===== config.mk =====
export PLATFORM = sky130hd
export DESIGN_NAME = clk_div_ctrl
export DESIGN_NICKNAME = d
export VERILOG_FILES = /design/src/rtl/clk_div_pkg.sv /design/src/rtl/clk_div_core.sv /design/src/rtl/clk_div_ctrl.sv
export SDC_FILE = /design/constraint.sdc
export NUM_CORES = 1
export LEC_CHECK = 0
export ABC_AREA = 1
export BUFFER_PORTS_ARGS = -buffer_cell sky130_fd_sc_hd__buf_2
export CORE_MARGIN = 3
export CORE_UTILIZATION = 30
export CTS_BUF_LIST = sky130_fd_sc_hd__clkbuf_16
export CTS_CLUSTER_SIZE = 28
export DETAILED_ROUTE_END_ITERATION = 7
export GPL_TIMING_DRIVEN = 1
export PLACE_DENSITY_LB_ADDON = 0.25
export SYNTH_ARGS = -nofsm -noshare
export SYNTH_HDL_FRONTEND = slang
export SYNTH_SLANG_ARGS = --single-unit
export TNS_END_PERCENT = 10

===== constraint.sdc =====
create_clock -name clk -period 3.6 [get_ports clk]
set_input_delay 0.18 -clock clk [delete_from_list [all_inputs] [get_ports clk]]
set_output_delay 0.18 -clock clk [all_outputs]
set_load 0.02 [all_outputs]

===== src/rtl/clk_div_pkg.sv =====
// Shared types and helpers for the programmable clock divider controller.
// Latency: n/a (declarations only).
// Backpressure: n/a.
package clk_div_pkg;

    // Controller states: idle, counting at the active ratio, counting with a
    // new ratio waiting for the next period boundary.
    typedef enum logic [1:0] {
        OFF  = 2'd0,
        RUN  = 2'd1,
        PEND = 2'd2
    } state_t;

    // Smallest ratio that produces a meaningful divided clock.
    localparam int unsigned MIN_DIV = 2;

    // Number of high cycles in one output period of ratio n.
    // For odd n the extra cycle goes to the high phase (n=5 -> 11100).
    function automatic logic [31:0] high_cnt(input logic [31:0] n);
        return n - (n >> 1);
    endfunction

endpackage


===== src/rtl/clk_div_core.sv =====
// Period counter plus registered div_clk/tick generation for one ratio.
// Latency: outputs registered, aligned with the counter value they describe.
// Backpressure: none; driven every cycle by the controller.
//
// Ports:
//   clk, rst     : system clock, async active-low reset
//   run          : counter active in the next cycle (controller's next state)
//   load         : restart the period at cnt=0 (used when leaving OFF)
//   ratio        : registered ratio currently in effect
//   boundary     : high on the last cycle of a period (cnt == ratio-1)
//   div_clk      : divided clock, high for cnt 0..H-1
//   tick         : high when cnt == 0 while running
module clk_div_core
    import clk_div_pkg::*;
#(
    parameter int W = 4
) (
    input  logic         clk,
    input  logic         rst,
    input  logic         run,
    input  logic         load,
    input  logic [W-1:0] ratio,
    output logic         boundary,
    output logic         div_clk,
    output logic         tick
);

    logic [W-1:0] cnt_q;
    logic [W-1:0] cnt_d;
    logic         div_clk_q;
    logic         div_clk_d;
    logic         tick_q;
    logic         tick_d;

    // In OFF the counter rests at 0 and ratio is at least MIN_DIV, so this
    // flag can only be true while counting.
    assign boundary = (cnt_q == (ratio - W'(1)));

    always_comb begin
        cnt_d = '0;
        if (run && !load && !boundary) begin
            cnt_d = cnt_q + W'(1);
        end
        // A ratio change only ever takes effect together with cnt_d == 0,
        // where div_clk is high for any ratio, so using the registered ratio
        // here never mixes old and new periods.
        div_clk_d = run && (32'(cnt_d) < high_cnt(32'(ratio)));
        tick_d    = run && (cnt_d == '0);
    end

    always_ff @(posedge clk or negedge rst) begin
        if (!rst) begin
            cnt_q     <= '0;
            div_clk_q <= 1'b0;
            tick_q    <= 1'b0;
        end else begin
            cnt_q     <= cnt_d;
            div_clk_q <= div_clk_d;
            tick_q    <= tick_d;
        end
    end

    assign div_clk = div_clk_q;
    assign tick    = tick_q;

endmodule


===== src/rtl/clk_div_ctrl.sv =====
// Run-time reconfigurable integer clock divider: FSM, cfg handshake, pending ratio.
// Latency: en sampled high -> first tick/div_clk high the next cycle; ratio changes land at period boundaries.
// Backpressure: cfg_ready low while a ratio is pending (PEND); otherwise every offer is accepted.
//
// Ports:
//   clk, rst    : system clock, async active-low reset
//   en          : level-sensitive run request, sampled at period boundaries
//   cfg_valid   : new ratio offered on cfg_div
//   cfg_div     : requested ratio N (values below MIN_DIV are rejected)
//   cfg_ready   : controller can accept a ratio this cycle
//   cfg_err     : one-cycle pulse after a rejected ratio was accepted and dropped
//   div_clk     : registered divided clock
//   tick        : one-cycle pulse on the first cycle of each output period
//   running     : high in RUN or PEND
//   active_div  : ratio currently in effect
module clk_div_ctrl
    import clk_div_pkg::*;
#(
    parameter int W       = 4,
    parameter int DEF_DIV = 3
) (
    input  logic         clk,
    input  logic         rst,
    input  logic         en,
    input  logic         cfg_valid,
    input  logic [W-1:0] cfg_div,
    output logic         cfg_ready,
    output logic         cfg_err,
    output logic         div_clk,
    output logic         tick,
    output logic         running,
    output logic [W-1:0] active_div
);

    state_t       state_q;
    state_t       state_d;
    logic [W-1:0] active_div_q;
    logic [W-1:0] active_div_d;
    logic [W-1:0] pending_q;
    logic [W-1:0] pending_d;
    logic         cfg_err_q;
    logic         cfg_err_d;

    logic         fire;
    logic         cfg_bad;
    logic         cfg_ok;
    logic         boundary;
    logic         core_run;
    logic         core_load;

    assign fire    = cfg_valid && cfg_ready;
    assign cfg_bad = fire && (32'(cfg_div) < MIN_DIV);
    assign cfg_ok  = fire && !cfg_bad;

    // ------------------------------------------------------------------
    // State register
    // ------------------------------------------------------------------
    always_ff @(posedge clk or negedge rst) begin
        if (!rst) begin
            state_q <= OFF;
        end else begin
            state_q <= state_d;
        end
    end

    // ------------------------------------------------------------------
    // Next-state logic
    // ------------------------------------------------------------------
    always_comb begin
        state_d = state_q;
        case (state_q)
            OFF: begin
                if (en) begin
                    state_d = RUN;
                end
            end
            RUN: begin
                if (boundary) begin
                    // A ratio accepted on the last cycle is loaded directly,
                    // so PEND is skipped here.
                    state_d = en ? RUN : OFF;
                end else if (cfg_ok) begin
                    state_d = PEND;
                end
            end
            PEND: begin
                if (boundary) begin
                    state_d = en ? RUN : OFF;
                end
            end
            default: state_d = OFF;
        endcase
    end

    // ------------------------------------------------------------------
    // Ratio / pending / error datapath
    // ------------------------------------------------------------------
    always_comb begin
        active_div_d = active_div_q;
        pending_d    = pending_q;
        cfg_err_d    = cfg_bad;
        case (state_q)
            OFF: begin
                if (cfg_ok) begin
                    active_div_d = cfg_div;
                end
            end
            RUN: begin
                if (cfg_ok) begin
                    if (boundary) begin
                        active_div_d = cfg_div;
                    end else begin
                        pending_d = cfg_div;
                    end
                end
            end
            PEND: begin
                if (boundary) begin
                    active_div_d = pending_q;
                    pending_d    = '0;
                end
            end
            default: begin
                active_div_d = active_div_q;
                pending_d    = '0;
            end
        endcase
    end

    always_ff @(posedge clk or negedge rst) begin
        if (!rst) begin
            active_div_q <= W'(DEF_DIV);
            pending_q    <= '0;
            cfg_err_q    <= 1'b0;
        end else begin
            active_div_q <= active_div_d;
            pending_q    <= pending_d;
            cfg_err_q    <= cfg_err_d;
        end
    end

    // ------------------------------------------------------------------
    // Outputs and core controls
    // ------------------------------------------------------------------
    always_comb begin
        cfg_ready  = (state_q != PEND);
        running    = (state_q != OFF);
        // The core looks one cycle ahead: it counts whenever the next state
        // is a counting state, and restarts the period when leaving OFF.
        core_run   = (state_d != OFF);
        core_load  = (state_q == OFF);
        active_div = active_div_q;
        cfg_err    = cfg_err_q;
    end

    clk_div_core #(
        .W(W)
    ) u_core (
        .clk      (clk),
        .rst      (rst),
        .run      (core_run),
        .load     (core_load),
        .ratio    (active_div_q),
        .boundary (boundary),
        .div_clk  (div_clk),
        .tick     (tick)
    );

endmodule


; Word-level counts from Yosys, hierarchy flattened
; Cells that the tools add are included.
[word_totals]
register_bits = 17
wordCells = 55
[op_classes]
add_sub_neg = 3
magnitude_cmp = 2
eq_ne = 9
n_mux = 16
bitwise_logic = 1
n_reduce_logical = 17
[ops]
columns = operator, count
row1 = $lt A4 B32 Y1, 1
row2 = $mux W4, 8
row3 = $pmux W4 S3, 2
row4 = $mux W2, 4
row5 = $ne A2 B2 Y1 const B, 4
row6 = $logic_and A1 B1 Y1, 7
row7 = $pmux W2 S3, 1
row8 = $reduce_and A5 Y1, 1
row9 = $sub A4 B3 Y5, 1
row10 = $add A4 B1 Y4 const B, 1
row11 = $eq A4 B4 Y1, 1
row12 = $logic_not A4 Y1, 1
row13 = $lt A4 B2 Y1 const B, 1
row14 = $ne A2 B1 Y1 const B, 2
row15 = $reduce_and A4 Y1, 1
row16 = $reduce_bool A2 Y1, 2
row17 = $sub A4 B1 Y4 const B, 1
row18 = $logic_not A1 Y1, 3
row19 = $reduce_bool A3 Y1, 1
row20 = $eq A2 B1 Y1 const B, 1
row21 = $eq A2 B2 Y1 const B, 1
row22 = $logic_not A2 Y1, 1
row23 = $mux W1, 1
row24 = $not A1 Y1, 1

; Logic depth before layout (Yosys ltp)
[logic_depth]
word_depth = 14
ltp_mapped = 20
depth_no_buf = 20

; Hierarchy
; From an unflattened synthesis, not the netlist that was laid out.
[hier_totals]
cells_unflattened = 167
area_unflattened_um2 = 1237.4
[by_module_without_submodules]
columns = mod, instances, cells_per_inst, area_each_um2, seq_area_each_um2
row1 = clk_div_core, 1, 84, 620.6, 150.1
row2 = clk_div_ctrl, 1, 83, 616.8, 277.8

; Least setup slack after synthesis
; Ideal clock, no wire load.
[synth_path]
path_type = flip-flop to flip-flop
from = reg active_div_q[1], in the netlist active_div[1]
to = reg u_core.div_clk_q, in the netlist u_core.div_clk
setup_time_ps = 73
t_arrival_ps = 2436
required_ps = 3527
path_slack_ps = 1091
path_stages_with_launch = 17
path_buffers = 0
period_less_slack_ps = 2509
cell_sequence = dfstp_2 inv_1 ha_1 inv_1 nand2_1 nand2_2 nor2_4 nand3_4 nand2_1 nand3_2 nand3_4 nand2_2 nor2_2 ha_1 a21oi_1 nand2_1 a21oi_2
[synth_via]
elab_chain_cells = 10
elab_cells_between_ends = 13
cone_classes = 2 x add/sub / 1 x order compare / 1 x eq/ne / 4 x mux / 5 x reduce/logical
[synth_lines]
columns = item, line_no
row1 = start: declaration, clk_div_ctrl.sv:37  ; logic [W-1:0] active_div_q;
row2 = start signal: assignment, clk_div_ctrl.sv:132  ; active_div_q <= W'(DEF_DIV);
row3 = start signal: assignment, clk_div_ctrl.sv:136  ; active_div_q <= active_div_d;
row4 = $sub A4 B1 Y4 (*), clk_div_core.sv:37  ; assign boundary = (cnt_q == (ratio - W'(1)));
row5 = $eq A4 B4 Y1 (*), clk_div_core.sv:37
row6 = "$mux W2, on equally long branches", "clk_div_ctrl.sv:87, clk_div_ctrl.sv:78"
row7 = $pmux W2 S3, clk_div_ctrl.sv:71  ; case (state_q)
row8 = $reduce_bool A2 Y1, clk_div_ctrl.sv:150  ; core_run = (state_d != OFF);
row9 = $logic_and A1 B1 Y1, clk_div_core.sv:41  ; if (run && !load && !boundary) begin
row10 = $logic_and A1 B1 Y1 (*), clk_div_core.sv:41
row11 = $mux W4 (*), clk_div_core.sv:41
row12 = via u_core.cnt_d[3], clk_div_core.sv:29  ; logic [W-1:0] cnt_d;
row13 = $lt A4 B32 Y1 (*), clk_div_core.sv:47  ; div_clk_d = run && (32'(cnt_d) < high_cnt(32'(ratio)));
row14 = $logic_and A1 B1 Y1 (*), clk_div_core.sv:47
row15 = via u_core.div_clk_d, clk_div_core.sv:31  ; logic div_clk_d;
row16 = end signal: assignment, clk_div_core.sv:58  ; div_clk_q <= div_clk_d;
row17 = end: declaration, clk_div_core.sv:30  ; logic div_clk_q;
; Mark *: on every way through the listed nets, which the timed path passes. The rest lies on a longest branch.
; A chain may end at the register's enable or synchronous reset.

; Worst setup path in the final report
; Same ends and word-level chain as after synthesis.

==> metrics.yaml <==
timing:
  rsz0062_at_grt: "no"
  hold_viol_final: 0
  relSlewSlack: 0.647
  finalSetupViolCount: 0
  layout_setup_ws_ns: 0.992
  period_share: 0.725
  worst_pin_slew_ns: 0.528
  finalSetupTns_ns: 0
  max_freq_ghz: 0.383
  slew_viol_final: 0
  fin_skew_ns: 0.00348
  layout_min_cycle_time_ns: 2.61
clock_tree:
  h-tree-depth: 1
  cts_setup_buffers: 0
  clkLatencyLatePin_ns: 0.25
  clock_path_buffers: 2
  cts_root_buf: "clkbuf_16"
  cts.sinks: 17
  cts_hold_buf: 1
  post_cts_resized: 0
  cts_tree: "yes"
  numCtsBuffers: 3
  path_clk_slew_ns: 0.05
power_and_ir_drop:
  combPwrFrac: 0.603
  switching_share: 0.482
  pwr-share-seq: 0.231
  leakagePower_nw: 0.777
  design_power_total_mw: 1.35
  internal_power_uw: 700
  clkPwrFrac: 0.165
  p_sw_uw: 651
  ir_drop_v: 0.000316
  power_density_mw_per_mm2: 921
placement:
  place_ws_ns: 0.984
  place_congestion: 0.782
  dp_hpwl_um: 2040
  dpl.cell_count: 219
  io_buffers: 16
layout:
  num_antenna_cells: 0
  area_growth_pct: 18.3
  drive_above_1_share: 0.295
  fin_nets: 198
  layout.cells.non_filler: 224
critical_path:
  r2r_cells: 16
  path_max_fanout: 6
  crit_required_ns: 3.78
  worstPathArrival_ns: 2.79
  critPathCaptureType: "register"
  critPathKind: "register to register"
  startpoint_type: "register"
floorplanning:
  io_pins: 17
  die-area_mm2: 0.00494
  start_util: 0.324
  die_w_um: 70.3
  die_h_um: 70.3
  placementRows: 22
  coreArea_mm2: 0.00383
route:
  drt_iter0_markers: 29
  num_vias: 1031
  first_pass_iters: 4
  via_per_inst: 4.60
  drc_errors: 0
  wl_per_cell_um: 11.2
  wl_um: 2500
  ant_nets: 0
synthesis:
  synthDistinctLibCells: 24
  synthesis.nets: 177
  yosysSeqAreaShare: 0.345
  netlist_instances: 156
  postSynthRegisterBits: 17
  yosys_warnings: 0
  avgSynthCellArea_um2: 7.95
  syn-cell-area_mm2: 0.00124
global_route:
  antenna_found_initial: 0
  grt_max_degree: 18
  grt_pass1_vias: 1007
  grt_util_all_layers: 0.117
  grt-ovfl-total: 0
  grt_pass1_wl_um: 4620
min_path:
  hold_path.class: "input port to register"
  min_path_cells: 3
run_status:
  outcome: "finished clean"
flow_run:
  drv_cap: 0
## sequential cells by signal, indices dropped and copies added (netlist names)
| name | flops |
|---|---|
| u_core.tick | 1 |
| state_q | 2 |
| u_core.cnt_q | 4 |
| cfg_err | 1 |
| u_core.div_clk | 1 |
| pending_q | 4 |
| active_div | 4 |
## routing by layer
metal,GRT usage,share of wire,vias to the layer above
met2,0.194,0.48,17
li1,-,-,527
met5,0,0,-
met1,0.145,0.46,483
met3,0.0360,0.044,4
met4,0.0319,0.014,0
## power groups by stage
| stage | Clock, mW | Combinational [mW] | Sequential, mW |
|---|---|---|---|
| floorplan | 0 | 0.613 | 0.350 |
| global placement | 0 | 0.816 | 0.316 |
| detailed placement | 0 | 0.831 | 0.317 |
| CTS | 0.232 | 0.836 | 0.314 |
| global route | 0.245 | 0.958 | 0.322 |
| finish | 0.223 | 0.815 | 0.313 |
## final timing paths
path	startpoint	end	slack, ns
min reg2reg	pending_q[3]$_DFFE_PN0P_	pending_q[3]$_DFFE_PN0P_	0.54
max in group asynchronous	rst	active_div[0]$_DFFE_PN1P_	2.88
max reg2reg	active_div[1]$_DFFE_PN1P_	u_core.div_clk$_DFF_PN0_	0.99
min	cfg_valid	cfg_err$_DFF_PN0_	0.16
min in group asynchronous	rst	state_q[1]$_DFF_PN0_	0.40
max	active_div[1]$_DFFE_PN1P_	u_core.div_clk$_DFF_PN0_	0.99
## worst max-delay path, stage by stage (launching register included)
cell and delay, ns:
dfstp_2 0.58, inv_1 0.10, ha_1 0.33, inv_1 0.05, nand2_1 0.07, nand2_2 0.06
nor2_4 0.13, nand3_4 0.12, nand2_1 0.09, nand3_2 0.09, nand3_4 0.11, nand2_2 0.08
nor2_2 0.16, ha_1 0.27, a21oi_1 0.14, nand2_1 0.07, a21oi_2 0.10
## logic make-up after synthesis
family | Yosys count | synth area share
AOI/OAI and AO/OA | 18 | 0.0868
DFF | 17 | 0.345
xor gates and xnor gates | 3 | 0.0212
adders and majority gates | 13 | 0.137
and+or+nand+nor | 76 | 0.322
buffers and inverters | 29 | 0.0878
## Yosys cell counts (all sizes together)
master  number  area share
dfrtp       15        0.30
fa           1       0.016
dfstp        2       0.042
o21ai       11       0.044
inv         28       0.085
or2          1      0.0050
ha          12        0.12
xor2         3       0.021
nand4        1      0.0050
o211ai       1      0.0061
nand2       50        0.18
a21oi        6       0.036
clkbuf       1      0.0030
nand3       12       0.081
nor2        11       0.043
nor4         1       0.010
## stage by stage
step,instance area (um^2),util,hold WS [ns]
after floorplan,1240,-,-0.116
after global routing,1470,0.383,0.177
after detailed placement,1380,0.360,0.139
final,1470,0.383,0.162
after global placement,1380,0.360,0.137
after CTS,1470,0.383,0.157
## layout make-up
class / instances / area, um^2
flip-flops and latches: 17 / 428
multi-input cells: 110 / 703
repair buffers: 17 / 90.1
fillers: 387 / 2360
inverters: 28 / 105
well taps: 48 / 60.1
clock buffers: 3 / 75.1
clock inverters: 1 / 5.00
## cells in the final DEF, fill, tap and decap left out, types with 4 or more instances in the layout
cell | Yosys | routed
a21oi_2 | 4 | 4
buf_2 | 0 | 16
nor2_1 | 8 | 8
nand2_1 | 39 | 39
dfrtp_1 | 15 | 15
ha_1 | 12 | 12
nand3_1 | 7 | 7
o21ai_0 | 11 | 11
nand2_2 | 10 | 10
inv_2 | 5 | 5
inv_1 | 23 | 23
Note: power is estimated with default switching activity, not from simulation.
